$ cat config.mk
export PLATFORM = sky130hd
export DESIGN_NAME = sat_counter
export DESIGN_NICKNAME = d
export VERILOG_FILES = /design/src/rtl/sat_counter.sv
export SDC_FILE = /design/constraint.sdc
export NUM_CORES = 1
export LEC_CHECK = 0
export ABC_AREA = 1
export CORE_AREA = 2 2 39 41
export DETAILED_ROUTE_END_ITERATION = 6
export DIE_AREA = 0 0 41 43
export GPL_ROUTABILITY_DRIVEN = 0
export HOLD_SLACK_MARGIN = 0.12
export SYNTH_ARGS = -nofsm -noshare
export SYNTH_HDL_FRONTEND = slang
export SYNTH_SLANG_ARGS = --single-unit
export TNS_END_PERCENT = 100
$ cat constraint.sdc
create_clock -name clk -period 2.6 [get_ports clk]
set_input_delay 0.26 -clock clk [delete_from_list [all_inputs] [get_ports clk]]
set_output_delay 0.26 -clock clk [all_outputs]
set_load 0.02 [all_outputs]
$ cat src/rtl/sat_counter.sv
// Saturating up-counter.
//   clk   : rising-edge clock
//   reset : synchronous active-high reset, clears q
//   clr   : synchronous clear, clears q
//   inc   : increment request; ignored once q is all-ones
//   q     : count value
module sat_counter #(
   parameter int unsigned CNT_W = 8
) (
   input  logic             clk,
   input  logic             reset,
   input  logic             clr,
   input  logic             inc,
   output logic [CNT_W-1:0] q
);

   always_ff @(posedge clk) begin
      if (reset || clr) begin
         q <= '0;
      end else if (inc && (q != '1)) begin
         q <= q + CNT_W'(1);
      end
   end

endmodule

==> results of run 1 <==
==> cells by family after synthesis <==
kind of cell | share of synthesized area
AOI/OAI and AO/OA | 0.0698
adders and majority gates | 0.0279
and+or+nand+nor | 0.453
DFF | 0.358
buffers and inverters | 0.0922
==> layout make-up <==
type	count	area (um^2)
fill	147	795
sequential	8	160
inverter	8	30.0
tap	16	20.0
timing repair buffer	11	110
clock buffer	3	22.5
multi-input combinational	50	246
==> cells in the mapped netlist, drive strengths merged <==
cell,count
clkinv,1
ha,1
nor2,15
nand3,5
nand2,21
dfxtp,8
a21oi,5
a31oi,1
inv,7
nor3,1
buf,1
nand3b,1
==> power breakdown <==
part | internal [mW] | leakage, nW | switching (mW)
registers | 0.124 | 0.0647 | 0.00161
clock network | 0.0528 | 0.0138 | 0.0419
logic | 0.0113 | 0.169 | 0.0102
==> metrics by stage <==
stage,instances,hold WS (ns)
final,96,0.506
after global routing,96,0.546
after CTS,96,0.512
after detailed placement,93,0.497
after global placement,93,0.478
after floorplan,67,0.408
==> final timing paths <==
kind | from | end | depth (start not counted)
max reg2reg | q[0]$_SDFFE_PP0P_ | q[3]$_SDFFE_PP0P_ | 8
min | q[6]$_SDFFE_PP0P_ | q[6]$_SDFFE_PP0P_ | 2
min reg2reg | q[6]$_SDFFE_PP0P_ | q[6]$_SDFFE_PP0P_ | 2
max | q[2]$_SDFFE_PP0P_ | q[2] | 1
==> per-layer routing <==
layer | GRT usage | share of wire
met2 | 0.163 | 0.45
met5 | 0 | 0
met3 | 0.0366 | 0.056
met4 | 0.100 | 0.024
met1 | 0.162 | 0.47
==> summary.md, run 1 <==
| Metric | Value |
|---|---|
| Status | `completed` |
| Post-route cell area | `589 um^2` |
| Cell taking the most area after synthesis | `dfxtp_1` |
| Via count | `440` |
| Final wirelength | `807 um` |
| Peak VDD IR | `0.000200 V` |
| Final setup margin | `1.05 ns` |
| Slowest CP cell | `clkdlybuf4s50_1` |
| CTS sink count | `8` |
| Starting Density | `0.324` |
| Worst skew pair latency | `0.25 ns` |
| Max reg flops | `8` |
| Crit Path Class | `register to primary output` |
| GRT Residual Overflow | `0` |
| Syn Inst Count | `67` |
| Die area | `1760 um^2` |
| FP Rows | `14` |
| WP buf/inv | `1` |
| Share of layout cells above drive strength 1 | `0.113` |
| H-Tree Depth | `1` |
| CTS Buf Count | `3` |
| Final Util | `0.426` |
| Setup TNS Final | `0 ns` |
| Register with the most flip-flops | `q` |
| Largest net degree at the start of global routing | `12` |
| Root buffer cell | `clkbuf_4` |
| Critical path arrival | `1.29 ns` |
| Ant diodes | `0` |
| Library cells used by synthesis | `17` |
| Largest regs | `q: 8 flops` |
| # setup viols final | `0` |
| Final total power | `0.242 mW` |
| Max Cap Viol | `0` |
| Chip width | `41 um` |
| Top area cells in the synthesized netlist | `dfxtp_1 (36%), nand2_1 (17%), nor2_1 (11%)` |
| Residual DRC count | `0` |
| Synth Cell Area | `448 um^2` |
| WP data required | `2.34 ns` |
| CP peak stage delay | `0.64 ns` |
| Initial antenna violation count | `0` |
| Synth top area share | `0.358` |
| Crit path max-delay family | `buffers and inverters` |
| Fmax | `643 MHz` |
| Placed Area | `567 um^2` |
| DRT iter0 DRCs | `12` |
| First-pass GRT wire length | `1.47 mm` |
| Synth Register Bits | `8` |
| Ys Warns | `0` |
| Post-Syn Nets | `72` |
| Post-Place Setup Slack | `1.12 ns` |
| Commonest non-fill, non-tap cells in the layout | `nand2_1 (20), nor2_1 (13), clkdlybuf4s50_1 (11), dfxtp_1 (8), inv_1 (6)` |
| Hold buffers post-CTS | `0` |
| Final Cycle Share | `0.598` |
| Final antenna-violating net count | `0` |
| Pleak | `0.248 nW` |
| Worst Skew | `0.00459 ns` |
| Slew @ Worst Pin | `0.229 ns` |
| GRT Util Overall | `0.125` |
| Crit. End Element | `primary output` |
| Max Fanout on Critical Path | `6` |
| Number of global-route vias before repair | `391` |
| First drt pass iteration count | `4` |
| Post-CTS sizing | `0` |
| Area grow syn2layout | `31.6%` |
| IO Port Bufs | `11` |
| Final Hold Fails | `0` |
| Cell Chain, Critical Path | `clkdlybuf4s50_1` |
| Final slew viol count | `0` |
| Via-to-Cell Ratio | `4.58` |
| Ports | `12` |
| Clock buffer depth | `2` |
| Pwr dens | `411 nW/um^2` |
| Worst Hold Class | `register to register` |
| Worst reg-to-reg setup slack | `1.29 ns` |
| CTS tree | `built` |
| Setup Buffers After CTS | `0` |
| Relative slew slack | `0.846` |
| Clk slew on worst S/H paths | `0.05 ns` |
| CP Launch Type | `register` |
| Sequential area share after synthesis | `0.358` |
| Mean Syn Cell Area | `6.69 um^2` |
| Routed wire length per instance | `8.41 um` |
| DPL Wire Length | `626 um` |
| Net count reported at finish | `87` |
| Core Box Area | `1380 um^2` |
| Commonest non-fill, non-tap cell in the layout | `nand2_1` |
| RSZ-0062 raised after global routing | `no` |
| Post-route minimum period | `1.55 ns` |
| Die Span Y | `43 um` |
No activity file was read; power rests on OpenSTA's default activity.
==> run 2: changes to the inputs <==
- clock period: 2.6 -> 1.52 ns (I/O delays scaled with it)
==> run 2 against run 1 <==
  * Setup slack got worse by 0.97 ns
  * Utilization increased by 0.18 points
  * Final area increased by 0.42%
==> summary.md, run 2 (synthesis results as in run 1) <==
| Metric | Value |
|---|---|
| Worst reg-to-reg setup slack | `0.22 ns` |
| Post-CTS sizing | `0` |
| First drt pass iteration count | `4` |
| Worst Hold Class | `register to register` |
| Initial antenna violation count | `0` |
| Commonest non-fill, non-tap cells in the layout | `nand2_1 (20), nor2_1 (13), clkdlybuf4s50_1 (10), dfxtp_1 (8), inv_1 (6)` |
| Relative slew slack | `0.847` |
| Crit Path Class | `register to primary output` |
| Fillers | `147` |
| WP buf/inv | `1` |
| Peak VDD IR | `0.000300 V` |
| CP peak stage delay | `0.64 ns` |
| Crit path launch | `q[5]$_SDFFE_PP0P_` |
| Residual DRC count | `0` |
| Via-to-Cell Ratio | `4.30` |
| GRT Residual Overflow | `0` |
| Ant diodes | `0` |
| Slowest CP cell | `clkdlybuf4s50_1` |
| Max Fanout on Critical Path | `5` |
| Pleak | `0.266 nW` |
| CP Launch Type | `register` |
| WP data required | `1.37 ns` |
| Cell Chain, Critical Path | `clkdlybuf4s50_1` |
| First-pass GRT wire length | `1.25 mm` |
| Pwr dens | `704 nW/um^2` |
| Slew @ Worst Pin | `0.228 ns` |
| Status | `completed` |
| RR Endpoint | `q[3]$_SDFFE_PP0P_` |
| GRT Util Overall | `0.107` |
| Setup TNS Final | `0 ns` |
| Crit. End Element | `primary output` |
| CTS tree | `built` |
| Largest regs | `q: 8 flops` |
| Critical path arrival | `1.29 ns` |
| Root buffer cell | `clkbuf_4` |
| RSZ-0062 raised after global routing | `no` |
| Fmax | `694 MHz` |
| Post-route cell area | `592 um^2` |
| Die area | `1760 um^2` |
| CTS Buf Count | `3` |
| Register with the most flip-flops | `q` |
| FP Rows | `14` |
| Worst-case reg-to-reg path depth | `8` |
| DRT iter0 DRCs | `12` |
| Hold buffers post-CTS | `0` |
| Worst Skew | `0.00244 ns` |
| H-Tree Depth | `1` |
| Placed Area | `567 um^2` |
| Worst skew pair latency | `0.25 ns` |
| DPL Wire Length | `638 um` |
| CTS sink count | `8` |
| Commonest non-fill, non-tap cell in the layout | `nand2_1` |
| Crit path depth | `1` |
| Routed wire length per instance | `8.39 um` |
| Area grow syn2layout | `32.1%` |
| Core Box Area | `1380 um^2` |
| Max reg flops | `8` |
| R2R Path Start | `q[0]$_SDFFE_PP0P_` |
| Crit path max-delay family | `buffers and inverters` |
| Chip width | `41 um` |
| Final wirelength | `805 um` |
| Share of layout cells above drive strength 1 | `0.113` |
| Final Hold Fails | `0` |
| Multi-input combinational cell area | `246 um^2` |
| Sequential cell area | `160 um^2` |
| Via count | `413` |
| Crit path to | `q[5]` |
| Final antenna-violating net count | `0` |
| Ports | `12` |
| IO Port Bufs | `11` |
| Clock buffer depth | `2` |
| Final slew viol count | `0` |
| Max Cap Viol | `0` |
| Net count reported at finish | `87` |
| Setup Buffers After CTS | `0` |
| Largest net degree at the start of global routing | `12` |
| Die Span Y | `43 um` |
| Final Cycle Share | `0.948` |
| # setup viols final | `0` |
| Number of global-route vias before repair | `318` |
| Clk slew on worst S/H paths | `0.05 ns` |
| Post-route minimum period | `1.44 ns` |
| Starting Density | `0.324` |
## run 2: area by class of cell
class                      instances  share of cell area
inverter                           8              0.0507
sequential                         8               0.271
timing repair buffer              11               0.190
clock buffer                       3              0.0381
tap                               16              0.0338
multi-input combinational         50               0.416
## run 2: how the worst min path moves through the flow
stage                       from                end  slack (ns)  cells after the start
2_1_floorplan              reset  q[7]$_SDFFE_PP0P_        0.30                      3
3_3_place_gp   q[6]$_SDFFE_PP0P_  q[6]$_SDFFE_PP0P_        0.48                      2
3_5_place_dp   q[6]$_SDFFE_PP0P_  q[6]$_SDFFE_PP0P_        0.49                      2
4_1_cts        q[6]$_SDFFE_PP0P_  q[6]$_SDFFE_PP0P_        0.50                      2
5_1_grt        q[6]$_SDFFE_PP0P_  q[6]$_SDFFE_PP0P_        0.54                      2
6_report       q[6]$_SDFFE_PP0P_  q[6]$_SDFFE_PP0P_        0.49                      2
## run 2: per-stage QoR
step / instances / power [mW] / hold slack (ns) / utilization / setup slack [ns]
2_1_floorplan: 67 / 0.237 / 0.300 / - / 0.162
3_3_place_gp: 93 / 0.257 / 0.482 / 0.410 / 0.157
3_5_place_dp: 93 / 0.257 / 0.489 / 0.410 / 0.142
4_1_cts: 96 / 0.424 / 0.502 / 0.426 / 0.0550
5_1_grt: 96 / 0.439 / 0.545 / 0.428 / 0.0360
6_report: 96 / 0.416 / 0.493 / 0.428 / 0.0795
## run 2: routing by layer
layer	vias to the layer above	global-route usage	wire length, um
li1	235	-	-
met1	165	0.151	404
met2	11	0.131	353
met3	2	0.0314	32
met4	0	0.0800	14
met5	-	0	0
## run 2: power breakdown
| group | switching [mW] | internal [mW] |
|---|---|---|
| registers | 0.00267 | 0.212 |
| logic | 0.0177 | 0.0193 |
| clock network | 0.0741 | 0.0905 |
